<file path="config.mk">
export PLATFORM = sky130hd
export DESIGN_NAME = axi_write
export DESIGN_NICKNAME = d
export VERILOG_FILES = /design/src/rtl/axi_write.sv
export SDC_FILE = /design/constraint.sdc
export NUM_CORES = 1
export LEC_CHECK = 0
export CORE_MARGIN = 5
export CORE_UTILIZATION = 24
export CTS_BUF_LIST = sky130_fd_sc_hd__clkbuf_16
export CTS_CLUSTER_SIZE = 16
export DETAILED_ROUTE_END_ITERATION = 16
export GPL_TIMING_DRIVEN = 1
export MAX_ROUTING_LAYER = met4
export PLACE_DENSITY = 0.91
export SETUP_SLACK_MARGIN = 0.05
export SLEW_MARGIN = 10
export SYNTH_ARGS = -nofsm -noshare
export SYNTH_HDL_FRONTEND = slang
export SYNTH_SLANG_ARGS = --single-unit
</file>
<file path="constraint.sdc">
create_clock -name m_axi_aclk -period 1.5 [get_ports m_axi_aclk]
set_clock_uncertainty 0.2 [all_clocks]
set_input_delay 0.3 -clock m_axi_aclk [delete_from_list [all_inputs] [get_ports m_axi_aclk]]
set_output_delay 0.3 -clock m_axi_aclk [all_outputs]
set_load 0.03 [all_outputs]
</file>
<file path="src/rtl/axi_write.sv">
// axi_write: AXI-Stream to fixed-length AXI4 INCR write bursts, addresses cycling through a ring of NUM_BURSTS.
module axi_write #(
    parameter int                    ADDR_WIDTH = 32,
    parameter int                    DATA_WIDTH = 64,
    parameter int                    AW_LEN     = 64,
    parameter logic [ADDR_WIDTH-1:0] BASE_ADDR  = '0,
    parameter int                    NUM_BURSTS = 1
) (
    input  logic                    m_axi_aclk,
    input  logic                    m_axi_aresetn,
    input  logic [DATA_WIDTH-1:0]   S_WR_tdata,
    input  logic                    S_WR_tvalid,
    input  logic                    S_WR_tlast,
    output logic                    S_WR_tready,
    output logic                    m_axi_awid,
    output logic [ADDR_WIDTH-1:0]   m_axi_awaddr,
    output logic [7:0]              m_axi_awlen,
    output logic [2:0]              m_axi_awsize,
    output logic [1:0]              m_axi_awburst,
    output logic                    m_axi_awlock,
    output logic [3:0]              m_axi_awcache,
    output logic [2:0]              m_axi_awprot,
    output logic [3:0]              m_axi_awqos,
    output logic                    m_axi_awvalid,
    input  logic                    m_axi_awready,
    output logic [DATA_WIDTH-1:0]   m_axi_wdata,
    output logic [DATA_WIDTH/8-1:0] m_axi_wstrb,
    output logic                    m_axi_wlast,
    output logic                    m_axi_wvalid,
    input  logic                    m_axi_wready,
    input  logic                    m_axi_bid,
    input  logic [1:0]              m_axi_bresp,
    input  logic                    m_axi_bvalid,
    output logic                    m_axi_bready,
    output logic                    o_wr_done,
    output logic                    o_len_err,
    output logic                    o_bresp_err
);
    localparam int CW = AW_LEN > 1 ? $clog2(AW_LEN) : 1;
    localparam int IW = NUM_BURSTS > 1 ? $clog2(NUM_BURSTS) : 1;
    localparam logic [CW-1:0] LAST_BEAT = CW'(AW_LEN - 1);
    localparam logic [IW-1:0] LAST_IDX = IW'(NUM_BURSTS - 1);
    localparam logic [ADDR_WIDTH-1:0] STRIDE = ADDR_WIDTH'(AW_LEN * DATA_WIDTH / 8);

    typedef enum logic [2:0] {IDLE, WR_ADDR, WR_DATA, WR_RESP, WR_DONE} state_t;

    state_t                  state_q, state_d;
    logic                    awvalid_q, awvalid_d;
    logic [ADDR_WIDTH-1:0]   awaddr_q, awaddr_d;
    logic [IW-1:0]           idx_q, idx_d;
    logic [CW-1:0]           cnt_q, cnt_d;
    logic                    len_err_q, len_err_d;
    logic                    bresp_err_q, bresp_err_d;
    logic                    last_beat, w_hs, wrap;
    logic                    unused_bid;

    assign unused_bid = m_axi_bid;
    assign last_beat  = cnt_q == LAST_BEAT;
    assign w_hs       = state_q == WR_DATA && S_WR_tvalid && m_axi_wready;
    assign wrap       = idx_q == LAST_IDX;

    always_comb begin
        state_d     = state_q;
        awvalid_d   = awvalid_q;
        awaddr_d    = awaddr_q;
        idx_d       = idx_q;
        cnt_d       = cnt_q;
        len_err_d   = len_err_q;
        bresp_err_d = bresp_err_q;
        case (state_q)
            IDLE: if (S_WR_tvalid) begin
                state_d   = WR_ADDR;
                awvalid_d = 1'b1;
            end
            WR_ADDR: if (m_axi_awready) begin
                state_d   = WR_DATA;
                awvalid_d = 1'b0;
            end
            WR_DATA: if (w_hs) begin
                // A burst always ends at AW_LEN beats; tlast only feeds the error flag.
                cnt_d     = last_beat ? '0 : cnt_q + 1'b1;
                len_err_d = len_err_q | (S_WR_tlast != last_beat);
                state_d   = last_beat ? WR_RESP : WR_DATA;
            end
            WR_RESP: if (m_axi_bvalid) begin
                state_d     = WR_DONE;
                bresp_err_d = bresp_err_q | (m_axi_bresp != 2'b00);
            end
            WR_DONE: begin
                state_d  = IDLE;
                idx_d    = wrap ? '0 : idx_q + 1'b1;
                awaddr_d = wrap ? BASE_ADDR : awaddr_q + STRIDE;
            end
            default: state_d = IDLE;
        endcase
    end

    always_ff @(posedge m_axi_aclk or negedge m_axi_aresetn) begin
        if (!m_axi_aresetn) begin
            state_q     <= IDLE;
            awvalid_q   <= 1'b0;
            awaddr_q    <= BASE_ADDR;
            idx_q       <= '0;
            cnt_q       <= '0;
            len_err_q   <= 1'b0;
            bresp_err_q <= 1'b0;
        end else begin
            state_q     <= state_d;
            awvalid_q   <= awvalid_d;
            awaddr_q    <= awaddr_d;
            idx_q       <= idx_d;
            cnt_q       <= cnt_d;
            len_err_q   <= len_err_d;
            bresp_err_q <= bresp_err_d;
        end
    end

    assign m_axi_awid    = 1'b0;
    assign m_axi_awaddr  = awaddr_q;
    assign m_axi_awlen   = 8'(AW_LEN - 1);
    assign m_axi_awsize  = 3'($clog2(DATA_WIDTH / 8));
    assign m_axi_awburst = 2'b01;
    assign m_axi_awlock  = 1'b0;
    assign m_axi_awcache = 4'b0011;
    assign m_axi_awprot  = 3'b000;
    assign m_axi_awqos   = 4'b0000;
    assign m_axi_awvalid = awvalid_q;
    assign m_axi_wdata   = S_WR_tdata;
    assign m_axi_wstrb   = '1;
    assign m_axi_wvalid  = state_q == WR_DATA && S_WR_tvalid;
    assign m_axi_wlast   = state_q == WR_DATA && last_beat;
    assign S_WR_tready   = state_q == WR_DATA && m_axi_wready;
    assign m_axi_bready  = state_q == WR_RESP;
    assign o_wr_done     = state_q == WR_DONE;
    assign o_len_err     = len_err_q;
    assign o_bresp_err   = bresp_err_q;
endmodule

</file>
Word-level counts from Yosys, hierarchy flattened
Cells that the tools add are included.
W data, S select, Z words.
- input port bits: 74
- output and inout port bits: 138
- bits in registers: 45
- $add $sub $neg: 3
- bitwise logic cells: 2
- reductions and logical operators: 11
- muxes and demuxes: 12
- equality and inequality tests: 10
- operators with widths (operator ; count):
    $add A32 B10 Y32 const B ; 1
    $mux W32 ; 1
    $mux W3 ; 4
    $pmux W3 S4 ; 1
    $ne A2 B2 Y1 const B ; 4
    $add A6 B1 Y6 const B ; 1
    $eq A3 B2 Y1 const B ; 2
    $eq A6 B6 Y1 const B ; 1
    $mux W6 ; 1
    $logic_and A1 B1 Y1 ; 4
    $mux W1 ; 4
    $reduce_and A2 Y1 ; 2
    $reduce_and A4 Y1 ; 1
    $reduce_bool A2 Y1 ; 2
    $eq A3 B1 Y1 const B ; 1
    $eq A3 B3 Y1 const B ; 1
    $logic_not A3 Y1 ; 1
    $reduce_and A3 Y1 ; 1
    $or A1 B1 Y1 ; 2
    $pmux W1 S2 ; 1
    $add A1 B1 Y1 const B ; 1
    $ne A1 B1 Y1 ; 1

Logic depth before layout (Yosys ltp)
Gate-level depths: netlist (run 1).
- word-level depth: 5
- mapped depth: 4
- depth with buffers taken out: 4

Worst setup path before layout (run 1)
No wires, ideal clock.
- path type: register to output
- start: register state_q[0]
- end: output port m_axi_wlast
- cell stages (with the launch flop): 4
- slack: -0.592 ns
- required time: 1.000 ns
- path buffers: 1
- data arrival time: 1.592 ns
- cells stage by stage: dfrtp_1 > buf_4 > or3b_4 > nor3_1
- longest elaborated chain between the ends: 2
- ends and longest elaborated chain (what ; RTL line ; RTL):
    start: declaration ; 47 ; state_t state_q, state_d;
    start signal: assignment ; 108 ; state_q <= state_d;
    $eq A3 B2 Y1 ; 131 ; assign m_axi_wlast = state_q == WR_DATA && last_beat;
    $logic_and A1 B1 Y1 ; 131 ;
    end: declaration ; 28 ; output logic m_axi_wlast,
Every way passes these cells.

Worst setup path in the final report (run 1)
- start: register state_q[2]
- end: output port m_axi_wlast
The elaborated chain is that of the path after synthesis.

==> results.md, run 1 <==
- Outcome: complete, but fails checks
- Failing checks: setup timing
- CP required: 1000 ps
- Top-area cell type share of the netlist area: 0.592
- Internal power: 1.43 mW
- Psw: 1.08 mW
- Crit-path max cell delay: 410 ps
- Final setup margin: -377 ps
- Boundary Pins: 212
- Crit path max-delay cell type: dfrtp_1
- Antenna-violating nets left: 0
- Synth warn: 0
- Reg2reg setup slack: -290 ps
- DR vias/cell: 3.79
- Drt first pass iters: 4
- Synth top area cells: buf_4, dfrtp_1, nand2_1, a2111oi_4, nand3_1
- Net Sw Frac: 0.429
- Final Hold Fails: 0
- PortBufs: 16
- Syn Std Cell Area: 1660 um2
- CTS tree: yes
- DP Wirelength: 2.48 mm
- Worst Setup Start Kind: flip-flop
- First-pass GRT wire length: 4.25 mm
- Power per cell area: 1500 nW/um2
- Yosys reg bits: 12
- Cell count after synthesis: 200
- Hold Crit Class: in -> async
- Placed inst area: 1390 um2
- Leading area contributor after synthesis: buf_4
- Buffer depth of the longest clock path: 2
- Final net count: 259
- Design Area, Final: 1680 um2
- Initial core utilization: 0.246
- Max cap viols: 0
- GRT Total Usage: 0.0638
- Placer Congestion: 0.905
- WL/cell: 12.6 um
- Stages on worst setup path: 3
- CTS clk-pin slew, worst paths: 40 ps
- Crit path capture type: output pin
- Clock Power Share: 0.194
- Final TNS setup: -3130 ps
- Post-Syn Area per Cell: 8.31 um2
- Core footprint: 6760 um2
- WS Path Type: reg -> out
- Largest net degree at the start of global routing: 13
- Drt drc: 0
- Sequential power share: 0.213
- Share of layout cells above drive strength 1: 0.372
- Final Util: 0.248
- DP Worst Slack: -405 ps
- Number of H-tree levels: 1
- Min cycle time layout: 1880 ps
- CTS Root Cell: clkbuf_16
- First DRT Iteration DRCs: 9
- Height of the die: 93.2 um
- Top delay family on crit path: simple AND/OR/NAND/NOR gates
- F_max: 533 MHz
- Comb pwr share: 0.593
- Placed cells: 250
- Setup Viol. Count Final: 14
- CP bufs+invs: 1
- Number of global-route vias before repair: 913
- Crit path DAT: 1380 ps
- VDD IR max: 0.752 mV
- Total CTS buffers: 3
- R2R depth: 6
- Worst-path fanout max: 3
- Die Wd: 93.2 um
- Top_reg_cell synth: dfrtp_1
- CTS Hold Bufs: 0
- Ant diodes: 0
- Leak Pwr: 0.839 nW
- GRT overflow: 0
- DRT Wirelength: 3.32 mm
- Pins Over Slew Limit: 0
- Initial antenna violation count: 0
- Unrepaired setup endpoints after global routing: yes
- Ys async rst share: 1.00
- Cell Rows: 30
- Count of cell types in the netlist: 33
- Reg-to-reg critical path endpoint: cnt_q[5]
- Cell chain of the critical path: or3b_4 -> nor3_4 -> buf_12
- Final cell count without fillers: 263
- DIE AREA: 8690 um2
- Layout area overhead: 0.979%
- Clock sinks: 12
- EDFF count, synth: 0
- Register area share after synthesis: 0.181
- Clock latency on the worst-skew pair: 240 ps
- Vias: 998
- Reg-to-Reg Start: state_q[2]
- Tcrit/Tclk final: 1.25
-- cell families (layout without fill, tap and decap cells) --
family	after synthesis	after routing	share of synthesized area
other	2	66	0.00452
buffers and inverters	133	52	0.597
xor gates and xnor gates	2	2	0.0105
AOI/OAI and AO/OA	16	16	0.0836
DFF	12	12	0.181
muxes	1	1	0.00678
and+or+nand+nor	33	33	0.109
adders and majority gates	1	1	0.00753
-- worst max-delay path by stage --
stage,start,endpoint,slack [ps]
floorplan,state_q[0],m_axi_wlast,-210
global placement,S_WR_tvalid,cnt_q[5],-350
detailed placement,S_WR_tvalid,cnt_q[5],-410
CTS,state_q[2],m_axi_wlast,-380
global route,state_q[2],m_axi_wlast,-420
finish,state_q[2],m_axi_wlast,-380
-- timing repair --
item / in CTS / in global routing
setup endpoints to repair: 13 / 13
pin swaps: 3 / 5
resized for setup: 19 / 13
setup buffers: 1 / 8
-- flip-flops by register name (all words and copies together), names as in the netlist --
name           cells
o_len_err          1
state_q            3
m_axi_awvalid      1
o_bresp_err        1
cnt_q              6
-- layout make-up --
| type | instances | area (um2) |
|---|---|---|
| Clock buffer | 3 | 75.1 |
| Multi-Input combinational cell | 119 | 754 |
| Sequential cell | 12 | 303 |
| Inverter | 1 | 3.75 |
| Timing Repair Buffer | 47 | 438 |
| Tap cell | 80 | 100 |
| Clock inverter | 1 | 3.75 |
| Fill cell | 732 | 5080 |
-- worst register-to-register path: cells and delay by family, from the launching register on --
family	cells	cell delay, ps
buf+inv	3	410
flops	1	410
simple gates	2	330
compound gates	1	330
-- through the flow --
| step | hold slack (ps) | power, mW |
|---|---|---|
| floorplan | -196 | 1.71 |
| global placement | 250 | 1.71 |
| detailed placement | 250 | 1.75 |
| CTS | 184 | 2.38 |
| global route | 190 | 2.63 |
| finish | 176 | 2.51 |
-- synth_stat cells, types with 2 or more instances --
master,count
buf_4,131
dfrtp_1,12
nand2_1,9
nand3_1,5
a21oi_1,4
nor3_1,4
and2_1,3
a21o_1,2
a32oi_1,2
conb_1,2
nor2_1,2
o21ai_0,2
o31ai_1,2
-- cells in the final DEF (no fill, tap or decap), types with 2 or more instances in the layout --
master | Yosys | routed
dfrtp_2 | 0 | 2
clkbuf_16 | 0 | 3
inv_1 | 1 | 2
nand3_1 | 5 | 4
buf_4 | 131 | 29
buf_12 | 0 | 3
a21o_1 | 2 | 2
buf_6 | 0 | 7
clkdlybuf4s50_1 | 0 | 6
and2_4 | 0 | 2
conb_1 | 2 | 66
a32oi_1 | 2 | 2
a21oi_1 | 4 | 3
dfrtp_1 | 12 | 10
nand2_1 | 9 | 7
nor3_4 | 0 | 3
-- layer usage --
metal	wire [um]	GRT usage
met1	921	0.0509
met2	1780	0.109
met3	366	0.0129
met4	250	0.0806
met5	0	-
-- power by group through the flow --
stage          sequential, mW  combinational [mW]  clock, mW
6_report                0.534                1.49      0.487
5_1_grt                 0.547                1.58      0.507
4_1_cts                 0.531                1.35      0.505
3_5_place_dp            0.532                1.22          0
3_3_place_gp            0.526                1.18          0
2_1_floorplan           0.613                1.10          0
Power figures use the tool's default switching activity.
==> inputs of run 2 (changes only) <==
CTS_CLUSTER_DIAMETER = 60   (was not set)
==> results of run 2 <==
Final layout, timing and power as in run 1 (identical DEF).
